## src/rtl/iob_pcie_tx_ctrl_pkg.sv

```systemverilog
// Shared types and constants for the PCIe TX sequencer.
// Also provides the word-length to beat-count conversion.
package iob_pcie_tx_ctrl_pkg;

    localparam int DATA_W           = 32;
    localparam int C_PCI_DATA_WIDTH = 64;
    localparam int BUF_DEPTH        = 2;

    typedef enum logic [1:0] {
        ST_IDLE = 2'd0,
        ST_REQ  = 2'd1,
        ST_XFER = 2'd2,
        ST_DONE = 2'd3
    } tx_state_t;

    // Two 32-bit words per beat; an odd trailing word still costs a full beat.
    function automatic logic [DATA_W-1:0] beat_count(input logic [DATA_W-1:0] len);
        return {1'b0, len[DATA_W-1:1]} + {{(DATA_W-1){1'b0}}, len[0]};
    endfunction

endpackage

```

## src/rtl/iob_pcie_tx_ctrl_if.sv

```systemverilog
// FIFO read port plus RIFFA channel TX signals.
// The master side is the sequencer; the slave side is the FIFO/channel environment.
interface iob_pcie_tx_ctrl_if;
    import iob_pcie_tx_ctrl_pkg::*;

    logic                        fifo_empty_i;
    logic [C_PCI_DATA_WIDTH-1:0] fifo_data_i;
    logic                        fifo_ren_o;
    logic                        chnl_tx_o;
    logic                        chnl_tx_last_o;
    logic [DATA_W-1:0]           chnl_tx_len_o;
    logic [DATA_W-2:0]           chnl_tx_off_o;
    logic [C_PCI_DATA_WIDTH-1:0] chnl_tx_data_o;
    logic                        chnl_tx_data_valid_o;
    logic                        chnl_tx_data_ren_i;
    logic                        chnl_tx_ack_i;

    modport master (
        input  fifo_empty_i, fifo_data_i, chnl_tx_data_ren_i, chnl_tx_ack_i,
        output fifo_ren_o, chnl_tx_o, chnl_tx_last_o, chnl_tx_len_o, chnl_tx_off_o,
               chnl_tx_data_o, chnl_tx_data_valid_o
    );

    modport slave (
        output fifo_empty_i, fifo_data_i, chnl_tx_data_ren_i, chnl_tx_ack_i,
        input  fifo_ren_o, chnl_tx_o, chnl_tx_last_o, chnl_tx_len_o, chnl_tx_off_o,
               chnl_tx_data_o, chnl_tx_data_valid_o
    );

endinterface

```

## src/rtl/iob_pcie_tx_buf.sv

```systemverilog
// Two-entry in-order beat buffer fed by a one-cycle-latency FIFO read port.
// Tracks occupancy and whether a read is still in flight.
module iob_pcie_tx_buf
    import iob_pcie_tx_ctrl_pkg::*;
(
    input  logic                        clk,
    input  logic                        rst,
    input  logic                        rd,
    input  logic                        pop,
    input  logic [C_PCI_DATA_WIDTH-1:0] data_in,
    output logic [C_PCI_DATA_WIDTH-1:0] head,
    output logic [1:0]                  count,
    output logic                        in_flight
);

    logic [C_PCI_DATA_WIDTH-1:0] mem [BUF_DEPTH];
    logic                        wr_ptr;
    logic                        rd_ptr;

    // Read data arrives one cycle after rd, so the load is keyed off in_flight.
    always_ff @(posedge clk or posedge rst) begin
        if (rst) begin
            in_flight <= 1'b0;
            wr_ptr    <= 1'b0;
            rd_ptr    <= 1'b0;
            count     <= 2'd0;
            mem[0]    <= '0;
            mem[1]    <= '0;
        end else begin
            in_flight <= rd;
            if (in_flight) begin
                mem[wr_ptr] <= data_in;
                wr_ptr      <= ~wr_ptr;
            end
            if (pop) begin
                rd_ptr <= ~rd_ptr;
            end
            case ({in_flight, pop})
                2'b10:   count <= count + 2'd1;
                2'b01:   count <= count - 2'd1;
                default: count <= count;
            endcase
        end
    end

    assign head = mem[rd_ptr];

endmodule

```

## src/rtl/iob_pcie_tx_ctrl.sv

```systemverilog
// RIFFA TX sequencer: request/ack handshake, FIFO prefetch and beat streaming.
// Raises done_o for one cycle after the final beat is consumed.
module iob_pcie_tx_ctrl
    import iob_pcie_tx_ctrl_pkg::*;
(
    input  logic               clk,
    input  logic               rst,
    input  logic               start_i,
    input  logic [DATA_W-1:0]  len_i,
    input  logic               last_i,
    output logic               busy_o,
    output logic               done_o,
    iob_pcie_tx_ctrl_if.master tx
);

    tx_state_t                   state;
    tx_state_t                   state_nxt;
    logic [DATA_W-1:0]           len_q;
    logic                        last_q;
    logic [DATA_W-1:0]           beat_cnt;
    logic [DATA_W-1:0]           fetch_cnt;
    logic [1:0]                  buf_count;
    logic                        in_flight;
    logic [C_PCI_DATA_WIDTH-1:0] head;
    logic                        accept;
    logic                        valid;
    logic                        pop;
    logic                        ren;
    logic [2:0]                  occ_sum;

    assign accept = (state == ST_IDLE) && start_i && (len_i != '0);
    assign valid  = (state == ST_XFER) && (buf_count != 2'd0);
    assign pop    = valid && tx.chnl_tx_data_ren_i;

    // An entry leaving this cycle frees its slot for a new read, which is what
    // keeps the 2-entry buffer at one beat per cycle across the read latency.
    assign occ_sum = {1'b0, buf_count} - {2'b00, pop} + {2'b00, in_flight};
    assign ren     = ((state == ST_REQ) || (state == ST_XFER)) && !tx.fifo_empty_i
                     && (fetch_cnt != '0) && (occ_sum < 3'd2);

    iob_pcie_tx_buf u_buf (
        .clk       (clk),
        .rst       (rst),
        .rd        (ren),
        .pop       (pop),
        .data_in   (tx.fifo_data_i),
        .head      (head),
        .count     (buf_count),
        .in_flight (in_flight)
    );

    always_ff @(posedge clk or posedge rst) begin
        if (rst) begin
            state     <= ST_IDLE;
            len_q     <= '0;
            last_q    <= 1'b0;
            beat_cnt  <= '0;
            fetch_cnt <= '0;
        end else begin
            state <= state_nxt;
            if (accept) begin
                len_q     <= len_i;
                last_q    <= last_i;
                beat_cnt  <= beat_count(len_i);
                fetch_cnt <= beat_count(len_i);
            end else begin
                if (pop) beat_cnt <= beat_cnt - DATA_W'(1);
                if (ren) fetch_cnt <= fetch_cnt - DATA_W'(1);
            end
        end
    end

    always_comb begin
        state_nxt    = state;
        busy_o       = 1'b1;
        done_o       = 1'b0;
        tx.chnl_tx_o = 1'b0;
        case (state)
            ST_IDLE: begin
                busy_o = 1'b0;
                if (accept) state_nxt = ST_REQ;
            end
            ST_REQ: begin
                tx.chnl_tx_o = 1'b1;
                if (tx.chnl_tx_ack_i) state_nxt = ST_XFER;
            end
            ST_XFER: begin
                tx.chnl_tx_o = 1'b1;
                if (pop && (beat_cnt == DATA_W'(1))) state_nxt = ST_DONE;
            end
            ST_DONE: begin
                done_o    = 1'b1;
                state_nxt = ST_IDLE;
            end
            default: state_nxt = ST_IDLE;
        endcase
    end

    assign tx.fifo_ren_o           = ren;
    assign tx.chnl_tx_last_o       = last_q;
    assign tx.chnl_tx_len_o        = len_q;
    assign tx.chnl_tx_off_o        = '0;
    assign tx.chnl_tx_data_o       = head;
    assign tx.chnl_tx_data_valid_o = valid;

endmodule

```

## src/flat_wrapper.sv

```systemverilog
// flat-port wrapper written by rule: the top's interface ports become plain ports
module iob_pcie_tx_ctrl_flat import iob_pcie_tx_ctrl_pkg::*;
  (clk, rst, start_i, len_i, last_i, busy_o, done_o, tx_fifo_empty_i, tx_fifo_data_i, tx_chnl_tx_data_ren_i, tx_chnl_tx_ack_i, tx_fifo_ren_o, tx_chnl_tx_o, tx_chnl_tx_last_o, tx_chnl_tx_len_o, tx_chnl_tx_off_o, tx_chnl_tx_data_o, tx_chnl_tx_data_valid_o);
  iob_pcie_tx_ctrl_if tx_i ();
  input  logic clk;
  input  logic rst;
  input  logic start_i;
  input  logic [DATA_W-1:0] len_i;
  input  logic last_i;
  output logic busy_o;
  output logic done_o;
  input wire logic [$bits(tx_i.fifo_empty_i)-1:0] tx_fifo_empty_i;
  input wire logic [$bits(tx_i.fifo_data_i)-1:0] tx_fifo_data_i;
  input wire logic [$bits(tx_i.chnl_tx_data_ren_i)-1:0] tx_chnl_tx_data_ren_i;
  input wire logic [$bits(tx_i.chnl_tx_ack_i)-1:0] tx_chnl_tx_ack_i;
  output wire logic [$bits(tx_i.fifo_ren_o)-1:0] tx_fifo_ren_o;
  output wire logic [$bits(tx_i.chnl_tx_o)-1:0] tx_chnl_tx_o;
  output wire logic [$bits(tx_i.chnl_tx_last_o)-1:0] tx_chnl_tx_last_o;
  output wire logic [$bits(tx_i.chnl_tx_len_o)-1:0] tx_chnl_tx_len_o;
  output wire logic [$bits(tx_i.chnl_tx_off_o)-1:0] tx_chnl_tx_off_o;
  output wire logic [$bits(tx_i.chnl_tx_data_o)-1:0] tx_chnl_tx_data_o;
  output wire logic [$bits(tx_i.chnl_tx_data_valid_o)-1:0] tx_chnl_tx_data_valid_o;
  assign tx_i.fifo_empty_i = tx_fifo_empty_i;
  assign tx_i.fifo_data_i = tx_fifo_data_i;
  assign tx_i.chnl_tx_data_ren_i = tx_chnl_tx_data_ren_i;
  assign tx_i.chnl_tx_ack_i = tx_chnl_tx_ack_i;
  assign tx_fifo_ren_o = tx_i.fifo_ren_o;
  assign tx_chnl_tx_o = tx_i.chnl_tx_o;
  assign tx_chnl_tx_last_o = tx_i.chnl_tx_last_o;
  assign tx_chnl_tx_len_o = tx_i.chnl_tx_len_o;
  assign tx_chnl_tx_off_o = tx_i.chnl_tx_off_o;
  assign tx_chnl_tx_data_o = tx_i.chnl_tx_data_o;
  assign tx_chnl_tx_data_valid_o = tx_i.chnl_tx_data_valid_o;
  iob_pcie_tx_ctrl u_core (.clk(clk), .rst(rst), .start_i(start_i), .len_i(len_i), .last_i(last_i), .busy_o(busy_o), .done_o(done_o), .tx(tx_i));
endmodule
```

## config.mk

```make
export PLATFORM = sky130hd
export DESIGN_NAME = iob_pcie_tx_ctrl_flat
export DESIGN_NICKNAME = d
export VERILOG_FILES = /design/src/rtl/iob_pcie_tx_ctrl_pkg.sv /design/src/rtl/iob_pcie_tx_ctrl_if.sv /design/src/rtl/iob_pcie_tx_buf.sv /design/src/rtl/iob_pcie_tx_ctrl.sv /design/src/flat_wrapper.sv
export SDC_FILE = /design/constraint.sdc
export NUM_CORES = 1
export LEC_CHECK = 0
export ABC_CLOCK_PERIOD_IN_PS = 8800
export CELL_PAD_IN_SITES_DETAIL_PLACEMENT = 1
export CELL_PAD_IN_SITES_GLOBAL_PLACEMENT = 2
export CORE_ASPECT_RATIO = 0.7
export CORE_MARGIN = 1
export CORE_UTILIZATION = 35
export DETAILED_ROUTE_END_ITERATION = 6
export DONT_BUFFER_PORTS = 1
export PLACE_DENSITY_LB_ADDON = 0.15
export SYNTH_ARGS = -nofsm -noshare
export SYNTH_HDL_FRONTEND = slang
export SYNTH_SLANG_ARGS = --single-unit
```

## constraint.sdc

```tcl
create_clock -name clk -period 8.8 [get_ports clk]
set_input_delay 0.88 -clock clk [delete_from_list [all_inputs] [get_ports clk]]
set_output_delay 0.88 -clock clk [all_outputs]
set_load 0.01 [all_outputs]
```

# Word-level counts from Yosys, hierarchy flattened
# Index checks and enable logic that the tools add are counted.
[word_totals] register_bits=232 input_bits=103 out_inout_bits=133
[op_classes] addsub=7 order_cmp=4 n_eq_ne=9 n_mux=18 n_bitwise=4 n_reduce_logical=20
[op_table] op="64-bit two-way mux" n=4
[op_table] op="128-bit bitwise mux" n=1
[op_table] op="32-bit two-way mux" n=4
[op_table] op="64-bit demux with 1-bit select" n=1
[op_table] op="32-bit nonzero test" n=2
[op_table] op="32-bit by 1-bit subtractor with 32-bit output, second input constant" n=2
[op_table] op="31-bit by 1-bit adder with 32-bit output" n=1
[op_table] op="32-bit by 1-bit == test with 1-bit output, second input constant" n=1
[op_table] op="1-bit logical AND" n=9
[op_table] op="2-bit case mux with 4 select lines" n=1
[op_table] op="2-bit nonzero test" n=4
[op_table] op="2-bit == test, second input constant" n=3
[op_table] op="2-bit two-way mux" n=3
[op_table] op="2-bit by 1-bit == test with 1-bit output, second input constant" n=2
[op_table] op="2-bit greater-or-equal comparator, second input constant" n=2
[op_table] op="2-bit != test, second input constant" n=2
[op_table] op="1-bit NOT with 2-bit output" n=2
[op_table] op="2-bit case mux with 2 select lines" n=1
[op_table] op="3-bit by 1-bit adder with 3-bit output" n=1
[op_table] op="3-bit by 2-bit less-than comparator with 1-bit output, second input constant" n=1
[op_table] op="1-bit two-way mux" n=3
[op_table] op="3-bit AND reduction" n=1
[op_table] op="2-bit by 1-bit subtractor with 3-bit output" n=1
[op_table] op="2-bit by 1-bit adder with 2-bit output, second input constant" n=1
[op_table] op="8 further kinds" n=9

# Depth between registers and ports, before layout
# Gate-level depths: netlist of run 1.
[logic_depth] depth_word=9 mapped_depth=14 mapped_depth_nobuf=13

# Hierarchy
# Synthesis of run 1 repeated with hierarchy kept, for this count alone.
[unflattened] hier_cells=1070 area_unflattened_um2=12089.1
[modules_own_cells] mod="iob_pcie_tx_ctrl" n_inst=1 cells_each=715 area_per_inst_um2=6351.1 seq_area_each_um2=2477.4
[modules_own_cells] mod="iob_pcie_tx_buf" n_inst=1 cells_each=355 area_per_inst_um2=5738.0 seq_area_each_um2=3328.2

# Worst setup path before layout of run 1
# No wires, ideal clock.
[synth_path] path_type="input port to output port" start="input tx_chnl_tx_data_ren_i" end="output tx_fifo_ren_o" arrival_ps=3158 t_required_ps=7920 path_slack_ps=4762 path_stages=10 path_cell_list="o211ai_1 > inv_1 > ha_1 > nand2b_1 > fa_1 > and3b_1 > clkbuf_1 > and2_1 > o31ai_2 > inv_1"
[synth_via] elab_chain_cells=5
[synth_lines] item="start: declaration" line="flat_wrapper.sv:14" rtl="input wire logic [$bits(tx_i.chnl_tx_data_ren_i)-1:0] tx_chnl_tx_data_ren_i;"
[synth_lines] item="1-bit logical AND" line="iob_pcie_tx_ctrl.sv:33" rtl="assign pop = valid && tx.chnl_tx_data_ren_i;"
[synth_lines] item="net u_core.pop" line="iob_pcie_tx_ctrl.sv:27" rtl="logic pop;"
[synth_lines] item="2-bit by 1-bit subtractor with 3-bit output" line="iob_pcie_tx_ctrl.sv:37" rtl="assign occ_sum = {1'b0, buf_count} - {2'b00, pop} + {2'b00, in_flight};"
[synth_lines] item="3-bit by 1-bit adder with 3-bit output" line="iob_pcie_tx_ctrl.sv:37"
[synth_lines] item="3-bit by 2-bit less-than comparator with 1-bit output" line="iob_pcie_tx_ctrl.sv:39" rtl="&& (fetch_cnt != '0) && (occ_sum < 3'd2);"
[synth_lines] item="1-bit logical AND" line="iob_pcie_tx_ctrl.sv:39"
[synth_lines] item="end: declaration" line="flat_wrapper.sv:16" rtl="output wire logic [$bits(tx_i.fifo_ren_o)-1:0] tx_fifo_ren_o;"
# The timed path passes the listed nets, and every way through them passes these cells.

# Worst setup path after layout of run 1
[layout_path] start="register u_core.u_buf.count[1]" end="output tx_fifo_ren_o"
[layout_via] elab_chain_cells=7
[layout_lines] item="start: declaration" line="iob_pcie_tx_buf.sv:12" rtl="output logic [1:0] count,"
[layout_lines] item="start signal: assignment" line="iob_pcie_tx_buf.sv:39" rtl="2'b10: count <= count + 2'd1;"
[layout_lines] item="start signal: assignment" line="iob_pcie_tx_buf.sv:40" rtl="2'b01: count <= count - 2'd1;"
[layout_lines] item="start signal: assignment" line="iob_pcie_tx_buf.sv:41" rtl="default: count <= count;"
[layout_lines] item="2-bit nonzero test" line="iob_pcie_tx_ctrl.sv:32" rtl="assign valid = (state == ST_XFER) && (buf_count != 2'd0);"
[layout_lines] item="1-bit logical AND" line="iob_pcie_tx_ctrl.sv:32"
[layout_lines] item="1-bit logical AND" line="iob_pcie_tx_ctrl.sv:33"
[layout_lines] item="net u_core.pop" line="iob_pcie_tx_ctrl.sv:27"
[layout_lines] item="2-bit by 1-bit subtractor with 3-bit output" line="iob_pcie_tx_ctrl.sv:37"
[layout_lines] item="3-bit by 1-bit adder with 3-bit output" line="iob_pcie_tx_ctrl.sv:37"
[layout_lines] item="3-bit by 2-bit less-than comparator with 1-bit output" line="iob_pcie_tx_ctrl.sv:39"
[layout_lines] item="1-bit logical AND" line="iob_pcie_tx_ctrl.sv:39"
# The timed path passes the listed nets, and every way through them passes these cells.

==> results of run 1 <==
state kept, by name, summed over array words and instances (netlist names):
register	cells
u_core.u_buf.mem	128
u_core.beat_cnt	32
u_core.fetch_cnt	32
u_core.tx.chnl_tx_len_o	32
u_core.state	2
u_core.u_buf.count	2
u_core.tx.chnl_tx_last_o	1
u_core.u_buf.in_flight	1
u_core.u_buf.rd_ptr	1
u_core.u_buf.wr_ptr	1
worst max-delay path: stages (launching register included):
cell and delay [ns]:
dfrtp_1 0.46, o211ai_1 0.58, inv_1 0.29, ha_1 0.40, nand2b_1 0.17, fa_1 0.38
xnor2_1 0.39, and2_1 0.33, o31ai_2 0.16, inv_1 0.28
area by class of cell:
cell class,instances,area [um^2]
Clock buffer,36,727
Sequential cell,232,5810
Inverter,25,101
Clock inverter,8,96.3
Tap cell,435,544
Timing Repair Buffer,9,67.6
Multi-Input combinational cell,754,5700
Fill cell,3666,20400
final timing paths:
check                                                       start                                      end  slack (ns)  cells after the start
max in group asynchronous                                     rst        u_core.u_buf.mem[120]$_DFFE_PP0P_        6.99                      2
worst min-delay path                                          rst          u_core.u_buf.mem[7]$_DFFE_PP0P_        0.35                      1
min in group clk                                        len_i[27]  u_core.tx.chnl_tx_len_o[27]$_DFFE_PP0P_        0.45                      2
worst max-delay path            u_core.u_buf.count[1]$_DFFE_PP0N_                            tx_fifo_ren_o        3.92                      9
worst max register to register  u_core.u_buf.count[1]$_DFFE_PP0N_         u_core.fetch_cnt[23]$_DFFE_PP0P_        4.52                     10
worst min register to register   u_core.u_buf.mem[48]$_DFFE_PP0P_         u_core.u_buf.mem[48]$_DFFE_PP0P_        0.50                      1
routing by layer:
| layer | vias up | part of all wire |
|---|---|---|
| li1 | 3756 | - |
| met2 | 154 | 0.42 |
| met5 | - | 0 |
| met3 | 32 | 0.067 |
| met1 | 4169 | 0.50 |
| met4 | 0 | 0.014 |
power by group through the flow:
stage | Clock [mW] | Sequential [mW] | Combinational, mW
after floorplan | 0 | 1.91 | 1.39
after global placement | 0 | 2.03 | 1.67
after detailed placement | 0 | 2.04 | 1.70
after CTS | 1.11 | 2.03 | 1.71
after global routing | 1.15 | 2.11 | 1.84
final | 1.08 | 2.03 | 1.67
per-stage QoR:
step / instance area [um^2] / power, mW / util / cells / setup slack (ns)
after floorplan: 12000 / 3.30 / - / 1094 / 1.56
after global placement: 12200 / 3.70 / 0.365 / 1455 / 4.45
after detailed placement: 12200 / 3.75 / 0.365 / 1455 / 4.31
after CTS: 13000 / 4.85 / 0.389 / 1499 / 3.90
after global routing: 13000 / 5.10 / 0.389 / 1499 / 3.62
final: 13000 / 4.78 / 0.389 / 1499 / 3.92
cell usage in the layout, fill, tap and decap left out, types with 5 or more instances in the layout:
master     Yosys  layout
or3_1         13      13
and3_1        10      10
nor3_1        17      17
and4_1        10      10
conb_1         1      31
mux2i_1       15      15
nand2_1      113     112
a211oi_1       7       7
a31oi_1       24      24
clkbuf_1      50       5
o21ai_0       17      17
o211ai_1       7       7
clkbuf_8       0       6
dfrtp_1      232     231
ha_1          13      13
nand3_1       25      25
nand4_1       18      18
nor4_1        29      29
buf_4         31       9
inv_1         25      24
xnor2_1       28      28
o31ai_1        9       9
a21oi_1       28      28
nor4b_1        6       6
nor2_1        34      33
clkbuf_16      0      25
mux2_2       192     192
xor2_1        29      29
or4_1         17      17
kinds of logic (layout without fill, tap and decap cells):
family,after synthesis,after routing,synth area share
adder cells (fa/ha/maj),14,14,0.0154
buffers and inverters,108,78,0.0441
flip-flops,232,232,0.488
other,1,31,0.000315
AND/OR/NAND/NOR,324,324,0.148
XOR/XNOR,57,57,0.0420
AO/OA/AOI/OAI,120,120,0.0668
multiplexers,208,208,0.195
==> out/metrics.csv, run 1 <==
stage,metric,value,unit
yosys,avgSynthCellArea,11.2,um^2
yosys,ys_ff_latch,232,
finish,drive_gt1_frac,0.244,
outcome,status,"finished, final reports clean",
power_and_ir_drop,p_leak,5.33,nW
timing,fin_tns_setup,0,ns
critical_path,crit_fanout,7,
yosys,synth_area,11900,um^2
yosys,ys.warnings.count,0,
yosys,synth_edf_count,0,
timing,timing.fmax,205,MHz
yosys,syn_inst,1064,
timing,drv_slew,0,
yosys,yosysUniqueCellTypes,59,
detailed_routing,drc,0,
power_and_ir_drop,switchingPower,1.74,mW
hold_path,min-delay-path-class,in2async,
global_routing,use_met3,0.0505,
timing,skew,0.00867,ns
clock_network,cts_resized,0,
finish,diodes,0,
power_and_ir_drop,p_int,3.04,mW
timing,fin_crit_sh,0.554,
placement,gp_congestion,0.780,
power_and_ir_drop,seqPwrFrac,0.425,
power_and_ir_drop,p_comb_frac,0.350,
clock_network,clkTransAtPathRegs,0.06,ns
global_routing,antenna_found_initial,0,
timing,finalCriticalPeriod,4.88,ns
global_routing,grt_pass1_wl,52000,um
detailed_routing,drt-pass1-iter-count,4,
yosys,yosysSeqAreaShare,0.488,
die,die_area,34700,um^2
power_and_ir_drop,switching_share,0.365,
global_routing,use_met1,0.292,
critical_path,worst_setup_path_end_kind,primary output,
finish,syn_to_final_growth,9.65,%
detailed_routing,postRouteAntennaNets,0,
clock_network,postCtsHoldBufs,0,
global_routing,grt_overflow_total,0,
clock_network,cts_tree,done,
clock_network,numCtsBuffers,25,
yosys,synthFlopType,dfrtp_1,
finish,final_nets,1164,
critical_path,required,7.92,ns
yosys,synth_top_cells_by_area,"dfrtp_1, mux2_2, nand2_1",
timing,rsz0062_at_grt,false,
power_and_ir_drop,peakVddDrop,0.168,mV
clock_network,h-tree-depth,1,
yosys,synth_common_cells,"dfrtp_1, mux2_2, nand2_1",
die,row_count,56,
global_routing,met2_usage,0.274,
clock_network,clock_latency,0.54,ns
yosys,async_reset_ff_frac,1.00,
power_and_ir_drop,power_density,367,nW/um^2
placement,post-dp-hpwl,23700,um
power_and_ir_drop,clkPwrFrac,0.225,
die,io_pins,236,
global_routing,busiest_layer,met1,
die,fp.dieW,222,um
flow_run,max_cap_viol_count,0,
yosys,synthDominantCellAreaShare,0.488,
timing,finalHoldViolCount,0,
clock_network,cts_sinks,232,
clock_network,root_buffer,clkbuf_16,
timing,setup_viol,0,
detailed_routing,vias_per_cell,5.41,
die,core,33500,um^2
detailed_routing,num_vias,8111,
clock_network,cts_max_path_buffers,3,
detailed_routing,wl_per_cell,22.5,um
yosys,synth_top_area_cell,dfrtp_1,
global_routing,grt_max_degree,104,
global_routing,grt_pass1_vias,8399,
detailed_routing,drtIter0Drc,501,
critical_path,crit_type,reg2out,
timing,holdWs,0.352,ns
yosys,synth_most_common_cell,dfrtp_1,
die,fp.dieH,156,um
critical_path,worstSetupStartpointType,register,
placement,portBuffers,0,
timing,tightest_slew,1.14,ns
clock_network,cts_setup_buffers,0,
critical_path,cp.arrival,4.00,ns
die,start_util,0.355,
global_routing,grtUsageTotal,0.192,
timing,slew-limit-headroom,0.234,
detailed_routing,routed_wl,33700,um
Note: power is estimated with default switching activity, not from simulation.
==> inputs of run 2 (changes only) <==
--- a/config.mk
+++ b/config.mk
@@ -5,7 +5,7 @@
 export SDC_FILE = /design/constraint.sdc
 export NUM_CORES = 1
 export LEC_CHECK = 0
-export ABC_CLOCK_PERIOD_IN_PS = 8800
+export ABC_CLOCK_PERIOD_IN_PS = 4900
 export CELL_PAD_IN_SITES_DETAIL_PLACEMENT = 1
 export CELL_PAD_IN_SITES_GLOBAL_PLACEMENT = 2
 export CORE_ASPECT_RATIO = 0.7
==> constraint.sdc (replaced) <==
create_clock -name clk -period 4.9 [get_ports clk]
set_input_delay 0.49 -clock clk [delete_from_list [all_inputs] [get_ports clk]]
set_output_delay 0.49 -clock clk [all_outputs]
set_load 0.01 [all_outputs]
==> out/metrics.csv, run 2 (synthesized netlist as in run 1, its figures left out) <==
stage,metric,value,unit,change
outcome,status,"finished, final reports clean",,
clock_network,cts_resized,0,,unchanged
global_routing,antenna_found_initial,0,,unchanged
clock_network,postCtsHoldBufs,1,,+1
clock_network,clkTransAtPathRegs,0.06,ns,about the same
finish,nFillCells,3622,,-1.2%
timing,setup_viol,0,,unchanged
critical_path,crit_fanout,7,,unchanged
die,start_util,0.355,,unchanged
power_and_ir_drop,p_leak,5.37,nW,+0.69%
placement,gp_congestion,0.754,,-3.4%
timing,slew-limit-headroom,0.305,,+0.0707
finish,largest_reg_flops,128,,unchanged
flow_run,max_cap_viol_count,0,,unchanged
global_routing,grt_pass1_wl,51100,um,-1.7%
die,io_pins,236,,unchanged
global_routing,grt_max_degree,125,,+20%
timing,drv_slew,0,,unchanged
placement,portBuffers,0,,unchanged
finish,diodes,0,,unchanged
global_routing,grtUsageTotal,0.188,,-0.00403
critical_path,reg2reg_setup_slack,0.65,ns,-3.87 ns
power_and_ir_drop,power_density,660,nW/um^2,+80%
critical_path,cp.arrival,4.06,ns,+0.06 ns
power_and_ir_drop,peakVddDrop,0.304,mV,+81%
timing,rsz0062_at_grt,false,,
timing,fin_crit_sh,0.928,,
timing,finalHoldViolCount,0,,unchanged
timing,fin_tns_setup,0,ns,unchanged
finish,drive_gt1_frac,0.245,,+0.000728
detailed_routing,drt-pass1-iter-count,4,,unchanged
timing,tightest_slew,1.04,ns,-0.106 ns
die,row_count,56,,unchanged
timing,holdWs,0.0549,ns,-0.297 ns
timing,skew,0.0168,ns,+0.00808 ns
clock_network,clock_latency,0.54,ns,about the same
detailed_routing,routed_wl,33000,um,-2.1%
hold_path,hold_depth,2,,
die,die_area,34700,um^2,unchanged
placement,post-dp-hpwl,23200,um,-1.9%
detailed_routing,wl_per_cell,21.9,um,-2.5%
critical_path,r2r-end,u_core.fetch_cnt[23]$_DFFE_PP0P_,,
clock_network,cts_tree,done,,
detailed_routing,postRouteAntennaNets,0,,unchanged
clock_network,numCtsBuffers,26,,+4.0%
timing,finalCriticalPeriod,4.55,ns,
finish,syn_to_final_growth,10.4,%,
detailed_routing,vias_per_cell,5.39,,-0.44%
die,fp.dieH,156,um,unchanged
clock_network,cts_max_path_buffers,3,,unchanged
global_routing,grt_pass1_vias,8159,,-2.9%
finish,top_register,u_core.u_buf.mem,,
die,fp.dieW,222,um,unchanged
clock_network,root_buffer,clkbuf_16,,
critical_path,reg2reg_from,u_core.u_buf.count[1]$_DFFE_PP0N_,,
finish,final_nets,1167,,+0.26%
critical_path,worst_setup_path_end_kind,primary output,,
critical_path,crit_type,reg2out,,
detailed_routing,drc,0,,unchanged
hold_path,hp-start,last_i,,
detailed_routing,num_vias,8102,,-0.11%
clock_network,h-tree-depth,1,,unchanged
hold_path,min_to,u_core.tx.chnl_tx_last_o$_DFFE_PP0P_,,
finish,mostFrequentLayoutCells,"dfrtp_1, mux2_2, nand2_1, nor2_1, conb_1",,
clock_network,cts_sinks,232,,unchanged
critical_path,worstSetupStartpointType,register,,
detailed_routing,drtIter0Drc,459,,-8.4%
clock_network,cts_setup_buffers,0,,unchanged
global_routing,grt_overflow_total,0,,unchanged
critical_path,required,4.41,ns,-3.51 ns
timing,timing.fmax,220,MHz,
finish,utilization,0.392,,+0.00262
critical_path,r2r_cells,10,,unchanged
die,core,33500,um^2,unchanged
finish,final_common_cell,dfrtp_1,,
hold_path,min-delay-path-class,in2reg,,
-- run 2: worst max path at each step --
stage / from / endpoint / slack [ns] / depth (start not counted)
3_5_place_dp: u_core.u_buf.count[1]$_DFFE_PP0N_ / u_core.fetch_cnt[23]$_DFFE_PP0P_ / 0.65 / 10
3_3_place_gp: u_core.u_buf.count[1]$_DFFE_PP0N_ / u_core.fetch_cnt[23]$_DFFE_PP0P_ / 0.78 / 10
6_report: u_core.u_buf.count[1]$_DFFE_PP0N_ / tx_fifo_ren_o / 0.35 / 9
2_1_floorplan: rst / u_core.beat_cnt[0]$_DFFE_PP0P_ / 1.37 / 1
4_1_cts: u_core.u_buf.count[1]$_DFFE_PP0N_ / tx_fifo_ren_o / 0.31 / 9
5_1_grt: u_core.u_buf.count[1]$_DFFE_PP0N_ / tx_fifo_ren_o / 0.06 / 9
-- run 2: through the flow --
stage / area [um^2] / worst slack, ns / total power, mW / std cells
6_report: 13100 / 0.353 / 8.67 / 1504
5_1_grt: 13100 / 0.0587 / 9.24 / 1504
4_1_cts: 13100 / 0.311 / 8.80 / 1504
3_5_place_dp: 12300 / 0.654 / 6.73 / 1456
3_3_place_gp: 12300 / 0.783 / 6.65 / 1456
2_1_floorplan: 12000 / 1.37 / 5.94 / 1094
-- run 2: cell type report --
class	instances	area, um^2	share of cell area
flip-flops and latches	232	5810	0.442
multi-input cells	754	5700	0.434
clock buffers	40	785	0.0597
well taps	435	544	0.0414
repair buffers	11	110	0.00838
inverters	25	97.6	0.00743
clock inverters	7	87.6	0.00667
-- run 2: worst max-delay path, cell delays in order (launching register included) --
cell	delay (ns)
dfrtp_1	0.45
o211ai_1	0.65
inv_1	0.27
ha_1	0.41
nand2b_1	0.17
fa_1	0.38
xnor2_1	0.40
and2_1	0.33
o31ai_2	0.17
inv_1	0.29
-- run 2: power breakdown --
part | switching [mW] | internal (mW)
clock network | 0.802 | 1.20
registers | 0.789 | 2.88
logic | 1.54 | 1.46
total | 3.13 | 5.54
-- run 2: layer usage --
| metal | up-vias | global-route usage | share of wire |
|---|---|---|---|
| met5 | - | 0 | 0 |
| met4 | 0 | 0.0355 | 0.016 |
| met3 | 33 | 0.0437 | 0.065 |
| met2 | 167 | 0.266 | 0.42 |
| met1 | 4136 | 0.290 | 0.50 |
| li1 | 3766 | - | - |
==> inputs of run 3 (changes only) <==
--- a/config.mk
+++ b/config.mk
@@ -14,6 +14,8 @@
 export DETAILED_ROUTE_END_ITERATION = 6
 export DONT_BUFFER_PORTS = 1
 export PLACE_DENSITY_LB_ADDON = 0.15
+export RECOVER_POWER = 100
+export SKIP_CTS_REPAIR_TIMING = 1
 export SYNTH_ARGS = -nofsm -noshare
 export SYNTH_HDL_FRONTEND = slang
 export SYNTH_SLANG_ARGS = --single-unit
==> out/metrics.csv, run 3 (synthesized netlist as in run 1, its figures left out) <==
stage,metric,value,unit,change
clock_network,clkTransAtPathRegs,0.06,ns,about the same
finish,syn_to_final_growth,9.43,%,
clock_network,cts_sinks,232,,unchanged
global_routing,grt_pass1_vias,8159,,unchanged
finish,final_nets,1167,,unchanged
timing,finalCriticalPeriod,4.52,ns,-0.0288 ns
hold_path,min-delay-path-class,in2reg,,
timing,tightest_slew,3.90,ns,+2.86 ns
global_routing,antenna_found_initial,0,,unchanged
finish,multi_input_area,5640,um^2,-1.1%
finish,fin_cells,1504,,unchanged
critical_path,required,4.41,ns,about the same
die,io_pins,236,,unchanged
finish,drive_gt1_frac,0.175,,-0.0702
finish,largest_reg_flops,128,,unchanged
global_routing,grt_overflow_total,0,,unchanged
die,row_count,56,,unchanged
detailed_routing,routed_wl,33000,um,+0.17%
detailed_routing,drtIter0Drc,389,,-15%
timing,setup_viol,0,,unchanged
detailed_routing,drc,0,,unchanged
timing,finalHoldViolCount,0,,unchanged
clock_network,cts_max_path_buffers,3,,unchanged
die,fp.dieH,156,um,unchanged
power_and_ir_drop,p_leak,5.32,nW,-0.97%
timing,slew-limit-headroom,-1.60,,-1.91
detailed_routing,drt-pass1-iter-count,6,,+2
global_routing,grt_pass1_wl,51100,um,unchanged
detailed_routing,vias_per_cell,5.40,,+0.30%
placement,dpl.cell_count,1456,,unchanged
finish,nFillCells,3629,,+0.19%
finish,mostFrequentLayoutCells,"dfrtp_1, mux2_2, nand2_1, mux2_1, nor2_1",,
critical_path,crit_type,reg2out,,
finish,diodes,0,,unchanged
placement,post_dp_cell_area,12300,um^2,unchanged
finish,utilization,0.389,,-0.00340
critical_path,crit_path_end,tx_fifo_ren_o,,
critical_path,r2r_cells,12,,+2
flow_run,max_cap_viol_count,7,,+7
clock_network,cts_tree,done,,
finish,top_register,u_core.u_buf.mem,,
die,fp.dieW,222,um,unchanged
timing,rsz0062_at_grt,false,,
critical_path,reg2reg_from,u_core.state[0]$_DFFE_PP0P_,,
critical_path,crit_fanout,7,,unchanged
placement,gp_congestion,0.754,,unchanged
clock_network,clock_latency,0.54,ns,about the same
timing,fin_tns_setup,0,ns,unchanged
die,core,33500,um^2,unchanged
placement,portBuffers,0,,unchanged
critical_path,reg2reg_setup_slack,0.73,ns,+0.08 ns
placement,post-dp-hpwl,23200,um,unchanged
finish,post-route-cell-area,13000,um^2,-0.87%
timing,timing.fmax,221,MHz,+0.64%
clock_network,h-tree-depth,1,,unchanged
timing,fin_crit_sh,0.922,,-0.00589
critical_path,r2r-end,u_core.fetch_cnt[23]$_DFFE_PP0P_,,
die,start_util,0.355,,unchanged
global_routing,grtUsageTotal,0.188,,unchanged
finish,final_common_cell,dfrtp_1,,
outcome,failed_checks,"max-capacitance violations, max-slew violations",,
critical_path,critPathLaunch,u_core.state[0]$_DFFE_PP0P_,,
finish,seqCellArea,5810,um^2,about the same
critical_path,worstSetupStartpointType,register,,
power_and_ir_drop,peakVddDrop,0.304,mV,about the same
critical_path,worst_setup_path_end_kind,primary output,,
critical_path,cp.arrival,4.03,ns,-0.03 ns
timing,drv_slew,426,,+426
power_and_ir_drop,power_density,657,nW/um^2,-0.39%
timing,skew,0.0169,ns,+0.000116 ns
global_routing,grt_max_degree,125,,unchanged
clock_network,root_buffer,clkbuf_16,,
clock_network,numCtsBuffers,26,,unchanged
detailed_routing,postRouteAntennaNets,0,,unchanged
outcome,status,"complete, but fails checks",,
detailed_routing,num_vias,8126,,+0.30%
die,die_area,34700,um^2,unchanged
detailed_routing,wl_per_cell,22.0,um,+0.17%
run 3: cell types whose count changed in the layout (fill, tap and decap cells not counted), sizes merged:
cell    delta
buf        -9
clkbuf     +9
run 3: worst min path at each step:
| stage | start | slack (ns) | endpoint | cells past startpoint |
|---|---|---|---|---|
| global placement | u_core.u_buf.mem[56]$_DFFE_PP0P_ | 0.48 | u_core.u_buf.mem[56]$_DFFE_PP0P_ | 1 |
| detailed placement | rst | 0.49 | u_core.u_buf.mem[70]$_DFFE_PP0P_ | 1 |
| CTS | rst | -0.08 | u_core.u_buf.mem[70]$_DFFE_PP0P_ | 1 |
| finish | len_i[27] | 0.06 | u_core.tx.chnl_tx_len_o[27]$_DFFE_PP0P_ | 2 |
| floorplan | u_core.u_buf.wr_ptr$_DFFE_PP0P_ | 0.46 | u_core.u_buf.wr_ptr$_DFFE_PP0P_ | 1 |
| global route | len_i[12] | 0.05 | u_core.tx.chnl_tx_len_o[12]$_DFFE_PP0P_ | 2 |
run 3: routing by layer:
layer | vias up | share of wire | track usage
met2 | 155 | 0.42 | 0.266
met1 | 4177 | 0.50 | 0.290
met4 | 0 | 0.016 | 0.0355
li1 | 3761 | - | -
met5 | - | 0 | 0
met3 | 33 | 0.057 | 0.0437
run 3: cell type report:
type / instances / area share
Sequential cell: 232 / 0.446
Timing Repair Buffer: 11 / 0.00461
Multi-Input combinational cell: 754 / 0.433
Tap cell: 435 / 0.0418
Clock inverter: 7 / 0.00673
Inverter: 25 / 0.00730
Clock buffer: 40 / 0.0603
run 3: report_power, final:
group          internal (mW)  total [mW]  leakage, nW  switching, mW
logic                   1.36        2.89         2.15           1.53
registers               2.88        3.67         2.74          0.786
clock network           1.20        2.00        0.428          0.802
run 3: critical path: stages, from the launching register on:
cell and delay [ns]:
dfrtp_1 0.38, inv_1 0.10, ha_1 0.24, o211ai_1 0.30, inv_1 0.25, ha_1 0.40, nand2b_1 0.17, fa_1 0.38
xnor2_1 0.40, and2_0 0.38, o31ai_2 0.19, inv_1 0.30
run 3: per-stage QoR:
step,worst slack [ns],power (mW),hold slack (ns)
4_1_cts,0.311,8.80,-0.0827
3_5_place_dp,0.654,6.73,0.488
6_report,0.382,8.56,0.0554
3_3_place_gp,0.783,6.65,0.481
2_1_floorplan,1.37,5.94,0.461
5_1_grt,0.0505,9.13,0.0492
